--- config.mk ---
export PLATFORM = sky130hd
export DESIGN_NAME = hk_const_store
export DESIGN_NICKNAME = d
export VERILOG_FILES = /design/src/rtl/hk_const_store.sv
export SDC_FILE = /design/constraint.sdc
export NUM_CORES = 2
export LEC_CHECK = 0
export CAP_MARGIN = 0
export CELL_PAD_IN_SITES_DETAIL_PLACEMENT = 0
export CELL_PAD_IN_SITES_GLOBAL_PLACEMENT = 2
export CORE_MARGIN = 2
export CORE_UTILIZATION = 35
export DETAILED_ROUTE_END_ITERATION = 8
export GPL_TIMING_DRIVEN = 1
export MAX_ROUTING_LAYER = met4
export PLACE_DENSITY_LB_ADDON = 0.1
export SLEW_MARGIN = 20
export SYNTH_ARGS = -nofsm -noshare
export SYNTH_HDL_FRONTEND = slang
export SYNTH_SLANG_ARGS = --single-unit
--- constraint.sdc ---
create_clock -name CLK -period 4.4 [get_ports CLK]
set_input_delay 0.44 -clock CLK [delete_from_list [all_inputs] [get_ports CLK]]
set_output_delay 0.44 -clock CLK [all_outputs]
set_load 0.01 [all_outputs]
--- src/rtl/hk_const_store.sv ---
// H/K constant store: copies initial-hash words and round constants from an external ROM
// into local RAM after reset, then serves registered reads. HK_CHECKSUM_EN adds a checksum pass.
module hk_const_store #(
    parameter int DW           = 32,
    parameter int H_DEPTH      = 8,
    parameter int K_DEPTH      = 64,
    parameter int ROM_AW       = 13,
    parameter int H_ROM_BASE   = 0,
    parameter int K_ROM_BASE   = 8,
    parameter int SUM_ROM_ADDR = 72
) (
    input  logic                       CLK,
    input  logic                       RST,
    output logic [ROM_AW-1:0]          rom_addr,
    input  logic [DW-1:0]              rom_data,
    output logic                       rdy,
    output logic                       err,
    input  logic                       rd_en,
    input  logic                       rd_sel,
    input  logic [$clog2(K_DEPTH)-1:0] rd_addr,
    output logic [DW-1:0]              rd_data,
    output logic                       rd_valid,
    output logic                       rd_err
);
    // state   | meaning
    // S_COPY  | copying ROM words into RAM, two edges per word
    // S_CHECK | fetching and comparing the checksum word (HK_CHECKSUM_EN only)
    // S_READY | store loaded, reads accepted
    // S_FAIL  | checksum mismatch, err held until RST (HK_CHECKSUM_EN only)
    localparam int N   = H_DEPTH + K_DEPTH;
    localparam int IW  = $clog2(N + 1);
    localparam int AW  = $clog2(N);
    localparam int RAW = $clog2(K_DEPTH);

    localparam logic [IW-1:0]     IDX_H     = IW'(H_DEPTH);
    localparam logic [IW-1:0]     IDX_LAST  = IW'(N - 1);
    localparam logic [ROM_AW-1:0] H_BASE_A  = ROM_AW'(H_ROM_BASE);
    localparam logic [ROM_AW-1:0] K_BASE_A  = ROM_AW'(K_ROM_BASE);
    localparam logic [RAW:0]      RD_H_LIM  = (RAW + 1)'(H_DEPTH);
    localparam logic [RAW:0]      RD_K_LIM  = (RAW + 1)'(K_DEPTH);
    localparam logic [AW-1:0]     MEM_K_OFS = AW'(H_DEPTH);

`ifdef HK_CHECKSUM_EN
    localparam logic [ROM_AW-1:0] SUM_A = ROM_AW'(SUM_ROM_ADDR);
    typedef enum logic [1:0] {S_COPY, S_READY, S_CHECK, S_FAIL} state_t;
`else
    typedef enum logic {S_COPY, S_READY} state_t;
`endif
    typedef enum logic {PH_FETCH, PH_WRITE} phase_t;

    state_t          state_q, state_d;
    phase_t          phase_q, phase_d;
    logic [IW-1:0]   idx_q, idx_d;
    logic            rdy_q, rdy_d;
    logic            rd_valid_q, rd_valid_d;
    logic            rd_err_q, rd_err_d;
    logic [DW-1:0]   rd_data_q, rd_data_d;
    logic            mem_we;
    logic [AW-1:0]   rd_idx;
    logic            rd_in_range;
    logic            rd_hit;
`ifdef HK_CHECKSUM_EN
    logic [DW-1:0]   sum_q, sum_d;
    logic            err_q, err_d;
`endif

    logic [DW-1:0] mem [N];

    always_comb begin
        if (idx_q < IDX_H) begin
            rom_addr = H_BASE_A + ROM_AW'(idx_q);
        end else begin
            rom_addr = K_BASE_A + ROM_AW'(idx_q - IDX_H);
        end
`ifdef HK_CHECKSUM_EN
        if (state_q == S_CHECK) begin
            rom_addr = SUM_A;
        end
`endif
    end

    always_comb begin
        state_d = state_q;
        phase_d = phase_q;
        idx_d   = idx_q;
        rdy_d   = rdy_q;
        mem_we  = 1'b0;
`ifdef HK_CHECKSUM_EN
        sum_d   = sum_q;
        err_d   = err_q;
`endif
        case (state_q)
            S_COPY: begin
                if (phase_q == PH_FETCH) begin
                    phase_d = PH_WRITE;
                end else begin
                    mem_we  = 1'b1;
                    idx_d   = idx_q + 1'b1;
                    phase_d = PH_FETCH;
`ifdef HK_CHECKSUM_EN
                    sum_d   = sum_q + rom_data;
                    if (idx_q == IDX_LAST) state_d = S_CHECK;
`else
                    if (idx_q == IDX_LAST) begin
                        state_d = S_READY;
                        rdy_d   = 1'b1;
                    end
`endif
                end
            end
`ifdef HK_CHECKSUM_EN
            S_CHECK: begin
                if (phase_q == PH_FETCH) begin
                    phase_d = PH_WRITE;
                end else begin
                    phase_d = PH_FETCH;
                    if (rom_data == sum_q) begin
                        state_d = S_READY;
                        rdy_d   = 1'b1;
                    end else begin
                        state_d = S_FAIL;
                        err_d   = 1'b1;
                    end
                end
            end
            S_FAIL: begin
                state_d = S_FAIL;
            end
`endif
            S_READY: begin
                state_d = S_READY;
            end
        endcase
    end

    // Reads are gated on the registered rdy, so a request on the edge that raises rdy is rejected.
    always_comb begin
        rd_idx      = rd_sel ? (MEM_K_OFS + AW'(rd_addr)) : AW'(rd_addr);
        rd_in_range = rd_sel ? ({1'b0, rd_addr} < RD_K_LIM) : ({1'b0, rd_addr} < RD_H_LIM);
        rd_hit      = rd_en && rdy_q && rd_in_range;
        rd_valid_d  = rd_hit;
        rd_err_d    = rd_en && !rd_hit;
        rd_data_d   = rd_data_q;
        if (rd_hit) begin
            rd_data_d = mem[rd_idx];
        end else if (rd_en) begin
            rd_data_d = '0;
        end
    end

    always_ff @(posedge CLK) begin
        if (RST) begin
            state_q    <= S_COPY;
            phase_q    <= PH_FETCH;
            idx_q      <= '0;
            rdy_q      <= 1'b0;
            rd_valid_q <= 1'b0;
            rd_err_q   <= 1'b0;
            rd_data_q  <= '0;
`ifdef HK_CHECKSUM_EN
            sum_q      <= '0;
            err_q      <= 1'b0;
`endif
        end else begin
            state_q    <= state_d;
            phase_q    <= phase_d;
            idx_q      <= idx_d;
            rdy_q      <= rdy_d;
            rd_valid_q <= rd_valid_d;
            rd_err_q   <= rd_err_d;
            rd_data_q  <= rd_data_d;
`ifdef HK_CHECKSUM_EN
            sum_q      <= sum_d;
            err_q      <= err_d;
`endif
        end
    end

    // RAM contents survive reset; the copy simply rewrites them.
    always_ff @(posedge CLK) begin
        if (mem_we) begin
            mem[idx_q[AW-1:0]] <= rom_data;
        end
    end

    assign rdy      = rdy_q;
    assign rd_data  = rd_data_q;
    assign rd_valid = rd_valid_q;
    assign rd_err   = rd_err_q;
`ifdef HK_CHECKSUM_EN
    assign err      = err_q;
`else
    assign err      = 1'b0;
`endif

endmodule

# After elaboration in Yosys (flattened, before gate mapping)
# Memories as Yosys holds them, arrays and structs flattened.
# Cells that the tools add are included.
[word_totals] regBits=44 ram_bits=2304 inputBits=42 out_inout_bits=49 memories=1
[classes] addsub=4 magnitude_cmp=2 n_eq_ne=1 muxes=13 n_bitwise=1 n_reduce_logical=7
[memory_table] name="mem" words=72 word_bits=32 rd=1 rd_ports_with_merged_regs=0 wr=1 line_no="67" rtl="logic [DW-1:0] mem [N];"
[ops] operator="two-way mux 32 bit" n=2
[ops] operator="two-way mux 13 bit" n=1
[ops] operator="adder 5 x 8 -> 9 bit, first input constant" n=1
[ops] operator="two-way mux 1 bit" n=8
[ops] operator="subtractor 7 x 4 -> 8 bit, second input constant" n=1
[ops] operator="adder 4 x 6 -> 7 bit, first input constant" n=1
[ops] operator="adder 7 x 1 -> 7 bit, second input constant" n=1
[ops] operator="equality test 7 bit, second input constant" n=1
[ops] operator="< comparator 7 x 4 -> 1 bit, second input constant" n=1
[ops] operator="two-way mux 7 bit" n=1
[ops] operator="< comparator 6 x 4 -> 1 bit, second input constant" n=1
[ops] operator="logical AND 1 bit" n=3
[ops] operator="AND reduction 3 bit" n=1
[ops] operator="one-hot mux 1 bit (2 select lines)" n=1
[ops] operator="AND reduction 2 bit" n=1
[ops] operator="nonzero test 2 bit" n=1
[ops] operator="logical NOT 1 bit" n=1
[ops] operator="NOT 1 bit" n=1

# Longest topological paths before layout
[logic_depth] ltp_word=5 mapped_depth=10 depth_no_buf=7

# Worst setup path before layout
# Ideal clock, no wire load.
[synth_path] path_type="reg2reg" start="reg phase_q" end="mem mem[71][0] (enable)" arrival_ns=2.696 required_ns=3.979 setup_slack_ns=1.283 stages_incl_launch_ff=7 n_path_buf=2 synth_period_minus_slack_ns=3.117 cell_sequence="dfxtp_1 -> nor2b_1 -> clkbuf_1 -> and2_1 -> clkbuf_1 -> nand3_1 -> nor2_1"
[synth_via] elab_chain_cells=4
[synth_rtl] element="from (decl)" line_no="52" rtl="phase_t phase_q, phase_d;"
[synth_rtl] element="from (signal assigned)" line_no="166" rtl="phase_q <= phase_d;"
[synth_rtl] element="two-way mux 1 bit" line_no="94" rtl="if (phase_q == PH_FETCH) begin"
[synth_rtl] element="two-way mux 1 bit" line_no="92" rtl="case (state_q)"
[synth_rtl] element="two-way mux 1 bit" line_no="181" rtl="if (mem_we) begin"
[synth_rtl] element="two-way mux 1 bit (not written as such)" line_no="182" rtl="mem[idx_q[AW-1:0]] <= rom_data;"
[synth_rtl] element="to (decl)" line_no="67"
# Every way passes these cells.

# Final worst setup path
[layout_path] start="reg idx_q[3]" end="out rom_addr[10]"
[layout_via] elab_chain_cells=3 elab_cells_between_ends=4 classes_between="add/sub (2); order compare (1); mux (1)"
[layout_rtl] element="from (decl)" line_no="53" rtl="logic [IW-1:0] idx_q, idx_d;"
[layout_rtl] element="from (signal assigned)" line_no="167" rtl="idx_q <= idx_d;"
[layout_rtl] element="subtractor 7 x 4 -> 8 bit" line_no="73" rtl="rom_addr = K_BASE_A + ROM_AW'(idx_q - IDX_H);"
[layout_rtl] element="adder 5 x 8 -> 9 bit" line_no="73"
[layout_rtl] element="two-way mux 13 bit (*)" line_no="70" rtl="if (idx_q < IDX_H) begin"
[layout_rtl] element="to (decl)" line_no="14" rtl="output logic [ROM_AW-1:0] rom_addr,"
# Every way passes the cells marked *; elsewhere a longest branch is shown, timed or not.

==> results.cfg <==
[synthesis]
ys_ff_latch = 2348
synthArstFlopShare = 0
ys.flop_type = edfxtp_1
synth_top_area_cell = edfxtp_1
synth_top_area_share = 0.767
yosysSeqAreaShare = 0.777
avgSynthCellArea_sq_um = 22.2
syn-num-nets = 4120
synth.distinct_cells = 51
netlist_instances = 4071
synth-edff-count = 2304
yosys_warnings = 0
syn_area_sq_mm = 0.0902
synthTopCellsByArea = edfxtp_1 77%, mux4_2 15%, mux2i_1 1.0%, dfxtp_1 0.98%, nand2_1 0.97%

[drt]
first_pass_iters = 5
via_count = 44100
wl_per_cell_microns = 35.4
vias_per_cell = 5.44
remaining_drc_errors = 0
drtAntennaViolNets = 0
wirelength_microns = 287000
drt-initial-drc-count = 4620

[sta]
fin_crit_ns = 3.52
maxSlewViolCount = 0
hold_violations = 0
skew_ns = 0.100
rsz0062_at_grt = no
relSlewSlack = 0.249
worstMarginPinSlew_ns = 1.13
finalWorstSetupSlack_ns = 0.883
setup_viol = 0
fmax_ghz = 0.284
whs_ns = 0.0566
period_share = 0.799

[setup_path]
crit_family = buffers and inverters
critPathMaxFanout = 8
crit_arrival_ns = 3.08
crit_end = rom_addr[10]
path_cells = inv_1, ha_1, o21ai_0, nor3_1, clkdlybuf4s50_1
cp_slowest_stage_delay_ns = 0.64
cpMaxStageDelayCell = clkdlybuf4s50_1
setup.worst_path.start = idx_q[3]
reg2reg_depth = 5
reg2reg_from = phase_q
crit_path_end_kind = output port
crit_type = flip-flop to output port
ff2ff_setup_slack_ns = 0.91
path_depth = 5
timing.rr.end = mem[26][16]
path_buf_inv = 2
crit_required_ns = 3.96
startpoint_type = flip-flop

[global_routing]
overflow = 0
grt_first_pass_wirelength_microns = 392000
grt_pass1_vias = 44500
grt_start_max_net_pins = 77
antenna_found_initial = 27
track_usage = 0.225

[clock_network]
clk_latency_ns = 0.94
clk_pin_slew_worst_paths_ns = 0.06
cts_buffer_depth = 4
cts_root_buf = clkbuf_16
cts.sinks = 2348
cts.htree.levels = 5
cts_setup_buffers = 0
cts_tree = yes
cts_buffers = 283

[layout]
syn2layout_area_growth_pct = 17.3
drive_gt1_frac = 0.297
postLayoutCoreUtil = 0.412
nets = 4563
layout_common_cells = 2304 x edfxtp_1, 609 x mux4_2, 287 x clkbuf_16
fin_cells = 8102
final_common_cell = edfxtp_1

[placement]
dpl.cell_count = 7605
dpl.hpwl_microns = 182000
pre_cts_slack_ns = -0.0543
io_buffers = 89
gp_congestion = 0.809

[floorplan]
rows = 186
die_x_microns = 512
start_util = 0.352
ios = 91
die-area_sq_mm = 0.262
coreArea_sq_mm = 0.256
die_h_microns = 512

[pwr]
ir_drop_uv = 439
pwr_density_cell_mw_per_mm2 = 461
power_leakage_nw = 33.0
power_w = 0.0488

[flow_run]
cap_violations = 0

[worst_hold_path]
hold_class = input port to flip-flop

[run_status]
outcome = completed
## logic make-up after synthesis
logic type	synth area share
AO/OA/AOI/OAI	0.0158
XOR/XNOR	0.00128
adder cells (fa/ha/maj)	0.000971
buffers and inverters	0.0147
flip-flops	0.777
multiplexers	0.165
other	0.0000416
AND/OR/NAND/NOR	0.0256
## where the power goes
group	leakage [nW]	internal [W]	switching [W]
Clock	4.07	0.0124	0.00893
Sequential	21.1	0.0246	0.0000132
Combinational	7.90	0.000943	0.00186
## Yosys cell counts (all sizes together) (5+ instances only)
library cell / number
o2111ai: 5
mux4: 609
a22oi: 16
ha: 7
nor3: 76
a21oi: 77
a221o: 13
o22ai: 5
edfxtp: 2304
nand4: 7
o21ai: 26
nand3: 13
xor2: 6
nor2b: 41
a31oi: 33
a211oi: 13
xnor2: 5
buf: 150
dfxtp: 44
nand2: 233
mux2: 19
nor4: 15
o32a: 13
nand2b: 7
clkbuf: 81
inv: 7
mux2i: 91
nor2: 123
## cell type report
class	count	area, sq um
diodes	8	20.0
clock buffers	348	7410
clock inverters	133	896
fillers	22600	151000
inverters	7	26.3
multi-input cells	1485	19400
flip-flops and latches	2348	70100
well taps	3384	4230
repair buffers	389	3740
## repair_timing
item                                   CTS  global route
endpoints found under the hold margin   82             6
gates resized for setup                  0             0
hold buffers                             6             1
## metrics by stage
step                      instance area (sq um)  TNS (ns)
final                                    106000         0
after detailed placement                  97400   -0.0543
after floorplan                           90200         0
after CTS                                106000         0
after global placement                    97300   -0.0154
after global routing                     106000         0
## worst min path at each step
stage | from | end | slack [ns] | cells past startpoint
final | rom_data[9] | mem[25][9] | 0.06 | 1
after global routing | rom_data[9] | mem[25][9] | 0.05 | 1
after CTS | rom_data[9] | mem[25][9] | 0.04 | 1
after detailed placement | state_q | state_q | 0.49 | 2
after global placement | state_q | state_q | 0.47 | 2
after floorplan | state_q | state_q | 0.45 | 2
## state kept, by name (all words and copies together) (netlist names)
signal	cells
phase_q	1
mem	2304
rd_err	1
state_q	1
rd_valid	1
rdy	1
rd_data	32
idx_q	7
## per-layer routing
layer	track usage	wire length [microns]	vias up
met2	0.359	141000	1338
li1	-	-	18000
met1	0.309	125000	24400
met3	0.0307	15000	321
met5	-	0	-
met4	0.0468	5410	0
No activity file was read; power rests on OpenSTA's default activity.
